--- config.mk ---
export PLATFORM = sky130hd
export DESIGN_NAME = uart_tx_fifo
export DESIGN_NICKNAME = d
export VERILOG_FILES = /design/src/rtl/uart_pkg.sv /design/src/rtl/sync_fifo.sv /design/src/rtl/uart_tx_fifo.sv
export SDC_FILE = /design/constraint.sdc
export NUM_CORES = 1
export LEC_CHECK = 0
export CAP_MARGIN = 20
export CORE_ASPECT_RATIO = 0.8
export CORE_MARGIN = 2
export CORE_UTILIZATION = 30
export CTS_CLUSTER_SIZE = 40
export DETAILED_ROUTE_END_ITERATION = 8
export PLACE_DENSITY_LB_ADDON = 0.1
export RECOVER_POWER = 100
export SETUP_SLACK_MARGIN = 0.5
export SKIP_LAST_GASP = 1
export SLEW_MARGIN = 10
export SYNTH_ARGS = -nofsm -noshare
export SYNTH_HDL_FRONTEND = slang
export SYNTH_HIERARCHICAL = 1
export SYNTH_SLANG_ARGS = --single-unit
--- constraint.sdc ---
create_clock -name clk_50mhz -period 9.7 [get_ports clk_50mhz]
set_input_delay 2.425 -clock clk_50mhz [delete_from_list [all_inputs] [get_ports clk_50mhz]]
set_output_delay 2.425 -clock clk_50mhz [all_outputs]
set_load 0.03 [all_outputs]
--- src/rtl/uart_pkg.sv ---
// Shared defaults and drain-FSM encoding for the UART transmit FIFO.
package uart_pkg;

    localparam int unsigned FIFO_DEPTH  = 16;
    localparam int unsigned FIFO_ADDR_W = 4;

    typedef enum logic [1:0] {
        StIdle     = 2'd0,
        StIssue    = 2'd1,
        StWaitBusy = 2'd2,
        StWaitDone = 2'd3
    } drain_state_e;

endpackage

--- src/rtl/sync_fifo.sv ---
// Single-clock byte FIFO: unreset register-array storage, wrapping pointers, registered count.
module sync_fifo
    import uart_pkg::*;
#(
    parameter int unsigned DEPTH  = FIFO_DEPTH,
    parameter int unsigned ADDR_W = FIFO_ADDR_W
) (
    input  logic              clk_50mhz,
    input  logic              rst_n,
    input  logic              push,
    input  logic [7:0]        push_data,
    input  logic              pop,
    output logic [7:0]        pop_data,
    output logic              full,
    output logic              empty,
    output logic [ADDR_W:0]   count
);

    localparam logic [ADDR_W:0] DepthCnt = (ADDR_W + 1)'(DEPTH);

    logic [7:0]        mem_q [DEPTH];
    logic [ADDR_W-1:0] wr_ptr_q;
    logic [ADDR_W-1:0] rd_ptr_q;
    logic [ADDR_W:0]   count_q;
    logic              push_ok;
    logic              pop_ok;

    // A push into a full FIFO is dropped even if a pop frees a slot on the same edge.
    assign push_ok = push && !full;
    assign pop_ok  = pop && !empty;

    always_ff @(posedge clk_50mhz) begin
        if (push_ok) begin
            mem_q[wr_ptr_q] <= push_data;
        end
    end

    always_ff @(posedge clk_50mhz or negedge rst_n) begin
        if (!rst_n) begin
            wr_ptr_q <= '0;
            rd_ptr_q <= '0;
            count_q  <= '0;
        end else begin
            if (push_ok) begin
                wr_ptr_q <= wr_ptr_q + 1'b1;
            end
            if (pop_ok) begin
                rd_ptr_q <= rd_ptr_q + 1'b1;
            end
            if (push_ok && !pop_ok) begin
                count_q <= count_q + 1'b1;
            end else if (pop_ok && !push_ok) begin
                count_q <= count_q - 1'b1;
            end
        end
    end

    assign pop_data = mem_q[rd_ptr_q];
    assign full     = (count_q == DepthCnt);
    assign empty    = (count_q == '0);
    assign count    = count_q;

endmodule

--- src/rtl/uart_tx_fifo.sv ---
// Byte FIFO in front of a UART transmitter; a small FSM drains one byte per transmitter handshake.
module uart_tx_fifo
    import uart_pkg::*;
#(
    parameter int unsigned DEPTH  = FIFO_DEPTH,
    parameter int unsigned ADDR_W = FIFO_ADDR_W
) (
    input  logic              clk_50mhz,
    input  logic              rst_n,
    input  logic              wr_en,
    input  logic [7:0]        wr_data,
    output logic              full,
    output logic              empty,
    output logic [ADDR_W:0]   count,
    output logic              overflow,
    input  logic              tx_busy,
    output logic [7:0]        uart_data,
    output logic              uart_wr_en
);

    drain_state_e state_q;
    drain_state_e state_d;
    logic         pop;
    logic [7:0]   pop_data;
    logic         overflow_q;
    logic         uart_wr_en_q;
    logic [7:0]   uart_data_q;

    sync_fifo #(
        .DEPTH  (DEPTH),
        .ADDR_W (ADDR_W)
    ) u_fifo (
        .clk_50mhz (clk_50mhz),
        .rst_n     (rst_n),
        .push      (wr_en),
        .push_data (wr_data),
        .pop       (pop),
        .pop_data  (pop_data),
        .full      (full),
        .empty     (empty),
        .count     (count)
    );

    // The pop happens on the edge that enters StIssue, so the strobe and byte register together.
    always_comb begin
        state_d = state_q;
        pop     = 1'b0;
        unique case (state_q)
            StIdle: begin
                if (!empty && !tx_busy) begin
                    state_d = StIssue;
                    pop     = 1'b1;
                end
            end
            StIssue: begin
                state_d = StWaitBusy;
            end
            StWaitBusy: begin
                if (tx_busy) begin
                    state_d = StWaitDone;
                end
            end
            StWaitDone: begin
                if (!tx_busy) begin
                    state_d = StIdle;
                end
            end
            default: begin
                state_d = StIdle;
            end
        endcase
    end

    always_ff @(posedge clk_50mhz or negedge rst_n) begin
        if (!rst_n) begin
            state_q      <= StIdle;
            overflow_q   <= 1'b0;
            uart_wr_en_q <= 1'b0;
            uart_data_q  <= 8'h00;
        end else begin
            state_q      <= state_d;
            overflow_q   <= wr_en && full;
            uart_wr_en_q <= pop;
            if (pop) begin
                uart_data_q <= pop_data;
            end
        end
    end

    assign overflow   = overflow_q;
    assign uart_wr_en = uart_wr_en_q;
    assign uart_data  = uart_data_q;

endmodule

==> results of run 1 <==
metal layers:
layer  GRT usage [%]  wire length (um)  up-vias  part of all wire, %
li1                -                 -     1503                    -
met1            20.1              7210     1640                   50
met2            18.9              6360       63                   44
met3            3.89               663        8                  4.6
met4            3.59               122        0                 0.85
met5               0                 0        -                    0
power breakdown:
| part | switching (mW) | total, mW | internal [mW] |
|---|---|---|---|
| combinational | 0.447 | 0.769 | 0.321 |
| sequential | 0.0947 | 0.917 | 0.823 |
| clock | 0.247 | 0.593 | 0.347 |
| total | 0.789 | 2.28 | 1.49 |
path summary, 6_finish.rpt:
kind,startpoint,end,slack (ns)
min in group asynchronous,rst_n,uart_wr_en,2.89
max reg2reg,u_fifo/count[0],u_fifo/count[4],5.88
max,tx_busy,u_fifo/count[4],4.46
min,uart_data[7],uart_data[7],0.49
min reg2reg,uart_data[7],uart_data[7],0.49
max in group asynchronous,rst_n,u_fifo/rd_ptr_q[0],5.84
cell usage in the layout (no fill, tap or decap), drive strengths merged, types with 11 or more instances in the layout:
master       synthesis  final
a221oi              16     16
clkbuf               2     26
dfrtp               25     25
dlygate4sd3          0     28
edfxtp             128    128
ha                  13     13
mux2i               34     34
mux4                16     16
nand2               20     20
nor2                18     18
o21ai               11     11
sequential cells by signal, summed over array words and instances, names as in the netlist:
signal and count:
state_q 2, u_fifo/wr_ptr_q 4, u_fifo/count 5, uart_wr_en 1
uart_data 8, u_fifo/mem_q 128, u_fifo/rd_ptr_q 4, overflow 1
worst max-delay path, stage by stage:
cell,delay [ns]
dlygate4sd3_1,0.60
nor2_1,0.18
and2_0,0.60
o21a_1,0.29
inv_1,0.10
ha_1,0.21
inv_1,0.15
ha_1,0.29
a21o_1,0.16
a21oi_1,0.17
mux2i_1,0.27
xnor2_1,0.14
final cells by class:
type                       instances  area [um^2]  share of cell area (%)
sequential                       153         4470                    60.7
multi-input combinational        189         1700                    23.1
clock buffer                      21          440                    5.98
tap                              269          337                    4.57
timing repair buffer              35          314                    4.26
clock inverter                    11         81.3                    1.10
inverter                           7         26.3                   0.357
stage by stage:
step                area [um^2]  utilization [%]  hold WS (ns)  std cells
finish                     7370             35.5         0.488        685
global route               7370             35.5         0.510        685
CTS                        7430             35.8         0.526        685
detailed placement         6910             33.3         0.505        653
global placement           6910             33.3         0.515        653
floorplan                  6380                -         0.549        367
logic make-up (layout without fill, tap and decap cells):
family	after synthesis	in the layout	synth area share [%]
AO/OA/AOI/OAI	46	46	5.41
buffers and inverters	25	74	2.69
multiplexers	60	60	13.2
XOR/XNOR	10	10	1.37
AND/OR/NAND/NOR	59	59	4.39
adder cells (fa/ha/maj)	14	14	2.86
flip-flops	153	153	70.1
==> results.py, run 1 <==
metrics = {
    "yosys": {
        "synthArstFlopShare_pct": 16.3,
        "syn-num-nets": 393,
        "yosysSeqAreaShare_pct": 70.1,
        "yosysWarnings": 6,
        "synthFlopType": "edfxtp_1",
        "synth_most_common_cell": "edfxtp_1",
        "syn-cell-area_mm2": 0.00638,
        "synthTopCellsByCount": "edfxtp_1 (128), mux2i_1 (34), dfrtp_1 (25)",
        "ys_types": 40,
        "netlist.area_leader.share_pct": 60.2,
        "ys_seq_elements": 153,
        "synth_area_leaders": "edfxtp_1 (60%), dfrtp_1 (9.8%), mux4_2 (5.6%), mux2i_1 (5.3%), ha_1 (2.5%)",
        "netlist_instances": 367,
        "avgSynthCellArea_um2": 17.4,
        "synth_edf_count": 128,
        "synth_top_area_cell": "edfxtp_1",
    },
    "critical_path": {
        "cp.required_ns": 10.04,
        "worst_setup_path_start_kind": "input port",
        "path_class": "in -> reg",
        "endpoint_kind": "flip-flop",
        "arrival_ns": 5.58,
        "worstRegToRegCells": 13,
        "crit_fanout": 10,
    },
    "run_status": {
        "status": "finished, final reports clean",
    },
    "timing": {
        "hold_viol": 0,
        "min_period_over_period_pct": 54.1,
        "rsz0062_at_grt": "false",
        "setup_viol_count_final": 0,
        "worstMarginPinSlew_ns": 1.46,
        "clock.fmax_mhz": 191,
        "fin_skew_ns": 0.00722,
        "post-route-min-period_ns": 5.24,
        "slew_violations": 0,
        "slew_headroom_pct": 2.49,
        "tns_ns": 0,
        "fin_ws_ns": 4.46,
    },
    "cells_and_area": {
        "layout-drive-gt1-share_pct": 11.8,
        "final_nets": 429,
        "syn2layout_area_growth_pct": 15.5,
        "antennaDiodeCount": 0,
        "fill_cells": 1982,
    },
    "place": {
        "io_buffers": 28,
        "gp_congestion": 0.738,
        "hpwl_um": 9320,
        "pre_cts_ws_ns": 4.54,
    },
    "global_routing": {
        "antenna_found_initial": 0,
        "grt_overflow_total": 0,
        "track_usage_pct": 13.4,
        "grt_max_degree": 52,
        "grt_pass1_vias": 3167,
        "grt_pass1_wl_um": 21300,
    },
    "die": {
        "io_pins": 29,
        "initial_utilization_pct": 30.7,
        "dieArea_mm2": 0.0225,
        "fp.dieW_um": 167,
        "die_h_um": 134,
        "num_rows": 47,
        "core_area_mm2": 0.0208,
    },
    "run": {
        "cap_violations": 0,
    },
    "route": {
        "initialDrtViolationCount": 235,
        "drcViolationCount": 0,
        "wirelength_um": 14400,
        "ant_nets": 0,
        "vias": 3214,
        "wl_per_cell_um": 21.0,
        "viasPerCell": 4.69,
        "drt_first_pass_iters": 4,
    },
    "power": {
        "ir_drop_mv": 0.136,
        "power.leakage_nw": 2.55,
        "finalPower_mw": 2.28,
        "power_density_mw_per_mm2": 309,
    },
    "clocking": {
        "clock_path_buffers": 2,
        "postCtsSetupBuffers": 0,
        "cts_tree": "done",
        "numCtsBuffers": 17,
        "holdBufCountCts": 0,
        "clk_latency_ns": 0.42,
        "htree_levels": 4,
        "clkTransAtPathRegs_ns": 0.06,
        "cts_resized": 0,
        "numClockSinks": 153,
        "cts_root_buf": "clkbuf_16",
    },
    "hold_path": {
        "holdPathStages": 1,
        "hold_class": "reg -> reg",
    },
}
(Power assumes the default switching activity.)
==> inputs of run 2 (changes only) <==
==> constraint.sdc (replaced) <==
create_clock -name clk_50mhz -period 5.3 [get_ports clk_50mhz]
set_input_delay 1.325 -clock clk_50mhz [delete_from_list [all_inputs] [get_ports clk_50mhz]]
set_output_delay 1.325 -clock clk_50mhz [all_outputs]
set_load 0.03 [all_outputs]
==> run 2 against run 1 <==
  * Worst setup slack got worse by 3.3 ns
  * Sequential share of layout area down 1.0 points
  * Final area up 1.7%
  * Non-clock buffer count increased by 1
  * Critical path type unchanged
  * Clock power increased by 120%
  * The flow now finishes with violations (max-capacitance violations, max-slew violations)
  * Critical path depth is the same
  * Die area unchanged
  * Register-to-register slack lost 4.4 ns
  * Combinational power rose by 81%
  * Count of clock-buffer cells in the layout unchanged
  * First-iteration DRC count is 8.5% lower
  * Sequential power is 86% higher
==> results.py, run 2 (synthesis gave the netlist of run 1 again) <==
metrics = {
    "route": {
        "initialDrtViolationCount": 215,
        "wl_per_cell_um": 21.1,
        "vias": 3278,
        "drt_first_pass_iters": 4,
        "ant_nets": 0,
        "viasPerCell": 4.78,
        "drcViolationCount": 0,
        "wirelength_um": 14400,
    },
    "timing": {
        "rsz0062_at_grt": "false",
        "slew_headroom_pct": -0.737,
        "fin_ws_ns": 1.17,
        "post-route-min-period_ns": 4.13,
        "fin_skew_ns": 0.00796,
        "slew_violations": 26,
        "setup_viol_count_final": 0,
        "clock.fmax_mhz": 242,
        "hold_viol": 0,
        "tns_ns": 0,
        "worstMarginPinSlew_ns": 1.51,
        "timing.hold.ws_ns": 0.500,
        "min_period_over_period_pct": 77.9,
    },
    "clocking": {
        "numClockSinks": 153,
        "postCtsSetupBuffers": 0,
        "clock_path_buffers": 2,
        "holdBufCountCts": 0,
        "cts_tree": "done",
        "htree_levels": 4,
        "numCtsBuffers": 17,
        "clkTransAtPathRegs_ns": 0.06,
        "cts_resized": 0,
        "clk_latency_ns": 0.42,
        "cts_root_buf": "clkbuf_16",
    },
    "critical_path": {
        "endpoint_kind": "flip-flop",
        "crit_buf_inv": 3,
        "cp.required_ns": 5.64,
        "path_class": "in -> reg",
        "cp_top_family": "buffers and inverters",
        "cp_cell_sequence": "dlygate4sd3_1, nor2_1, and2_0, o21a_1, inv_1, ha_1, inv_1, ha_1, a21o_1, a21oi_1, mux2i_1, xnor2_1",
        "crit_start": "tx_busy",
        "arrival_ns": 4.46,
        "regToRegStartpoint": "u_fifo/count[0]",
        "crit_fanout": 10,
        "worst_setup_path_start_kind": "input port",
        "max_stage_delay_ns": 0.60,
        "crit_slowest_cell": "dlygate4sd3_1",
    },
    "place": {
        "io_buffers": 28,
        "place_inst": 654,
        "pre_cts_ws_ns": 1.24,
        "gp_congestion": 0.770,
        "hpwl_um": 9470,
        "dpl_cell_area_mm2": 0.00691,
    },
    "power": {
        "ir_drop_mv": 0.256,
        "pwr-share-seq_pct": 38.9,
        "power.leakage_nw": 2.63,
        "power_switching_mw": 1.48,
        "clkPwrFrac_pct": 29.6,
        "power_density_mw_per_mm2": 587,
        "p_sw_share_pct": 33.6,
        "combinationalPowerShare_pct": 31.5,
        "p_int_mw": 2.92,
    },
    "die": {
        "num_rows": 47,
        "initial_utilization_pct": 30.7,
        "io_pins": 29,
        "dieArea_mm2": 0.0225,
        "fp.dieW_um": 167,
        "core_area_mm2": 0.0208,
        "die_h_um": 134,
    },
    "hold_path": {
        "hold_class": "reg -> reg",
        "hold_start": "uart_data[1]",
    },
    "cells_and_area": {
        "final_area_mm2": 0.00749,
        "layout-drive-gt1-share_pct": 13.9,
        "syn2layout_area_growth_pct": 17.5,
        "final_cell_mix": "edfxtp_1 (128), mux2i_1 (34), dlygate4sd3_1 (28)",
        "fill_cells": 1946,
        "final_nets": 430,
        "largest_register_ffs": 128,
        "fin_cells": 686,
        "top_register": "u_fifo/mem_q",
        "antennaDiodeCount": 0,
        "ff_latch_area_mm2": 0.00447,
        "multiInputGateArea_mm2": 0.00170,
        "layout_commonest_cell": "edfxtp_1",
    },
    "global_routing": {
        "grt_pass1_vias": 3344,
        "grt_max_degree": 26,
        "grt_pass1_wl_um": 21800,
        "grt_overflow_total": 0,
        "track_usage_pct": 13.6,
        "antenna_found_initial": 0,
    },
    "run_status": {
        "status": "finished with violations",
        "violations": "max-capacitance violations, max-slew violations",
    },
    "run": {
        "cap_violations": 1,
    },
}
## run 2: cell count changes in the layout (fill, tap and decap cells not counted), sizes merged
cell,previous run,this run
bufinv,1,4
clkinv,7,5
clkinvlp,3,1
buf,2,3
inv,7,8
## run 2: metal layers
metal | up-vias | wire [um] | part of all wire [%] | GRT usage, %
met1 | 1704 | 7150 | 49 | 19.8
met5 | - | 0 | 0 | 0
met4 | 0 | 173 | 1.2 | 4.89
met3 | 14 | 605 | 4.2 | 2.60
met2 | 55 | 6520 | 45 | 20.3
li1 | 1505 | - | - | -
## run 2: per-stage QoR
| step | utilization (%) | power, mW |
|---|---|---|
| 6_report | 36.1 | 4.40 |
| 5_1_grt | 36.1 | 4.65 |
| 4_1_cts | 36.4 | 4.53 |
| 3_5_place_dp | 33.3 | 3.22 |
| 3_3_place_gp | 33.3 | 3.22 |
| 2_1_floorplan | - | 2.75 |
## run 2: final cells by class
| class | instances | share of cell area (%) |
|---|---|---|
| repair buffers | 36 | 4.29 |
| well taps | 269 | 4.49 |
| clock inverters | 11 | 2.25 |
| multi-input cells | 189 | 22.7 |
| flip-flops and latches | 153 | 59.7 |
| inverters | 7 | 0.351 |
| clock buffers | 21 | 6.28 |
## run 2: path summary, 6_finish.rpt
kind                                 endpoint  slack, ns  cells past startpoint
max in group asynchronous  u_fifo/rd_ptr_q[0]       2.51                      2
max reg2reg                   u_fifo/count[4]       1.45                     13
min                              uart_data[1]       0.50                      1
min reg2reg                      uart_data[1]       0.50                      1
min in group asynchronous          uart_wr_en       1.81                      2
max                           u_fifo/count[4]       1.17                     12
## run 2: power by group through the flow
| stage | Clock, mW | Combinational, mW | Sequential [mW] |
|---|---|---|---|
| after floorplan | 0 | 1.04 | 1.71 |
| after CTS | 1.33 | 1.48 | 1.73 |
| after global routing | 1.38 | 1.52 | 1.75 |
| after detailed placement | 0 | 1.47 | 1.75 |
| final | 1.30 | 1.39 | 1.71 |
| after global placement | 0 | 1.47 | 1.75 |
## run 2: worst register-to-register path, stage by stage, from the launching register on
cell,delay (ns)
dfrtp_1,0.47
or4_1,0.58
nor2_1,0.32
nor2_1,0.11
and2_0,0.43
o21a_1,0.27
inv_1,0.13
ha_1,0.20
inv_1,0.12
fa_1,0.42
a21o_1,0.19
a21oi_1,0.16
mux2i_1,0.23
xnor2_1,0.14
==> inputs of run 3 (changes only) <==
==> constraint.sdc (replaced) <==
create_clock -name clk_50mhz -period 4.3 [get_ports clk_50mhz]
set_input_delay 1.075 -clock clk_50mhz [delete_from_list [all_inputs] [get_ports clk_50mhz]]
set_output_delay 1.075 -clock clk_50mhz [all_outputs]
set_load 0.03 [all_outputs]
==> run 3 against run 2 <==
  * The flow still finishes with violations (max-capacitance violations, max-slew violations)
  * Routed wire length is 0.93% lower
  * Count of clock-buffer cells in the layout decreased by 2
  * Clock skew up 0.0013 ns
  * Power increased by 20%
  * Sequential cell count unchanged
  * Combinational power increased by 25%
  * Via count grew 0.58%
==> results.py, run 3 (synthesis gave the netlist of run 1 again) <==
metrics = {
    "clocking": {
        "clk_latency_ns": 0.41,
        "htree_levels": 4,
        "holdBufCountCts": 0,
        "cts_root_buf": "clkbuf_16",
        "numClockSinks": 153,
        "clkTransAtPathRegs_ns": 0.06,
        "numCtsBuffers": 17,
        "cts_tree": "done",
        "clock_path_buffers": 2,
    },
    "die": {
        "initial_utilization_pct": 30.7,
        "core_area_mm2": 0.0208,
        "io_pins": 29,
        "num_rows": 47,
        "die_h_um": 134,
        "dieArea_mm2": 0.0225,
        "fp.dieW_um": 167,
    },
    "route": {
        "ant_nets": 0,
        "wl_per_cell_um": 20.5,
        "vias": 3297,
        "viasPerCell": 4.72,
        "initialDrtViolationCount": 280,
        "drt_first_pass_iters": 4,
        "drcViolationCount": 0,
        "wirelength_um": 14300,
    },
    "place": {
        "pre_cts_ws_ns": 0.493,
        "io_buffers": 28,
        "gp_congestion": 0.706,
        "dpl_cell_area_mm2": 0.00703,
        "hpwl_um": 9630,
    },
    "cells_and_area": {
        "top_register": "u_fifo/mem_q",
        "final_nets": 442,
        "final_cell_mix": "edfxtp_1 (128), mux2i_1 (34), dlygate4sd3_1 (26)",
        "fill_cells": 1967,
        "largest_register_ffs": 128,
        "syn2layout_area_growth_pct": 17.4,
        "layout_commonest_cell": "edfxtp_1",
        "layout-drive-gt1-share_pct": 13.5,
        "antennaDiodeCount": 0,
        "final_area_mm2": 0.00749,
    },
    "timing": {
        "rsz0062_at_grt": "false",
        "worstMarginPinSlew_ns": 1.55,
        "clock.fmax_mhz": 276,
        "fin_ws_ns": 0.676,
        "min_period_over_period_pct": 84.3,
        "post-route-min-period_ns": 3.62,
        "setup_viol_count_final": 0,
        "timing.hold.ws_ns": 0.486,
        "slew_headroom_pct": -3.26,
        "fin_skew_ns": 0.00925,
        "slew_violations": 17,
        "tns_ns": 0,
        "hold_viol": 0,
    },
    "run_status": {
        "violations": "max-capacitance violations, max-slew violations",
        "status": "finished with violations",
    },
    "power": {
        "finalPower_mw": 5.28,
        "ir_drop_mv": 0.239,
        "power.leakage_nw": 2.61,
        "power_density_mw_per_mm2": 706,
    },
    "global_routing": {
        "track_usage_pct": 13.5,
        "grt_overflow_total": 0,
        "grt_max_degree": 33,
        "grt_pass1_wl_um": 21600,
        "antenna_found_initial": 0,
        "grt_pass1_vias": 3357,
    },
    "critical_path": {
        "path_class": "in -> reg",
        "endpoint_kind": "flip-flop",
        "cp_top_family": "compound AO/OA/AOI/OAI gates",
        "crit_buf_inv": 2,
        "max_stage_delay_ns": 0.83,
        "crit_slowest_cell": "a21boi_0",
        "arrival_ns": 3.96,
        "cp_cell_sequence": "clkdlybuf4s50_1, a21boi_0, ha_1, inv_1, fa_1, a21o_1, a21oi_1, mux2i_1, xnor2_1",
        "cp.required_ns": 4.64,
        "worst_setup_path_start_kind": "input port",
        "crit_fanout": 9,
    },
    "hold_path": {
        "hold_class": "reg -> reg",
    },
    "run": {
        "cap_violations": 1,
    },
}
-- run 3: changes by cell type in the layout (fill, tap and decap cells not counted), moves of 2 or more --
cell | previous run | this run
clkbuf_1 | 6 | 18
clkinv_2 | 3 | 7
buf_4 | 3 | 1
bufinv_16 | 4 | 2
clkdlybuf4s50_1 | 0 | 2
dlygate4sd3_1 | 28 | 26
-- run 3: layout make-up --
cell class | count | area (um^2) | area share [%]
Sequential cell | 153 | 4470 | 59.7
Multi-Input combinational cell | 189 | 1700 | 22.7
Clock buffer | 19 | 453 | 6.05
Timing Repair Buffer | 48 | 375 | 5.01
Tap cell | 269 | 337 | 4.50
Clock inverter | 13 | 128 | 1.70
Inverter | 7 | 26.3 | 0.351
-- run 3: per-stage QoR --
step                      utilization (%)  std cells
final                                36.1        698
after detailed placement             33.8        666
after CTS                            36.6        698
after global routing                 36.1        698
after floorplan                         -        367
after global placement               33.8        665
-- run 3: worst register-to-register path, cell delays in order, from the launching register on --
cell and delay, ns:
dfrtp_1 0.46, or4_1 0.58, nor2_1 0.28, nor2_1 0.11, and2_4 0.22, o21a_1 0.16, inv_1 0.12, ha_1 0.18
inv_1 0.12, fa_1 0.42, a21o_1 0.19, a21oi_1 0.17, mux2i_1 0.23, xnor2_1 0.13
-- run 3: timing repair --
action	4_1_cts	5_1_grt
setup endpoints to repair	0	1
buffers inserted	0	0
resized for setup	0	1
-- run 3: path summary, 6_finish.rpt --
kind	start	endpoint	slack [ns]	cells past startpoint
setup / recovery	wr_en	u_fifo/count[4]	0.68	9
hold / removal	uart_data[3]	uart_data[3]	0.49	1
setup reg to reg	u_fifo/count[0]	u_fifo/count[4]	0.86	13
hold reg to reg	uart_data[3]	uart_data[3]	0.49	1
max in group asynchronous	rst_n	u_fifo/count[3]	2.24	2
min in group asynchronous	rst_n	state_q[1]	1.13	1
-- run 3: power by group --
part	total, mW	switching, mW	internal, mW
Sequential	2.10	0.242	1.85
Combinational	1.74	1.01	0.732
Clock	1.45	0.567	0.878
-- run 3: routing by layer --
layer | global-route usage (%) | wire length [um] | part of all wire, % | vias up
met5 | 0 | 0 | 0 | -
met2 | 19.4 | 6110 | 43 | 60
met3 | 3.30 | 752 | 5.3 | 14
met1 | 20.1 | 7190 | 50 | 1694
li1 | - | - | - | 1529
met4 | 3.93 | 268 | 1.9 | 0
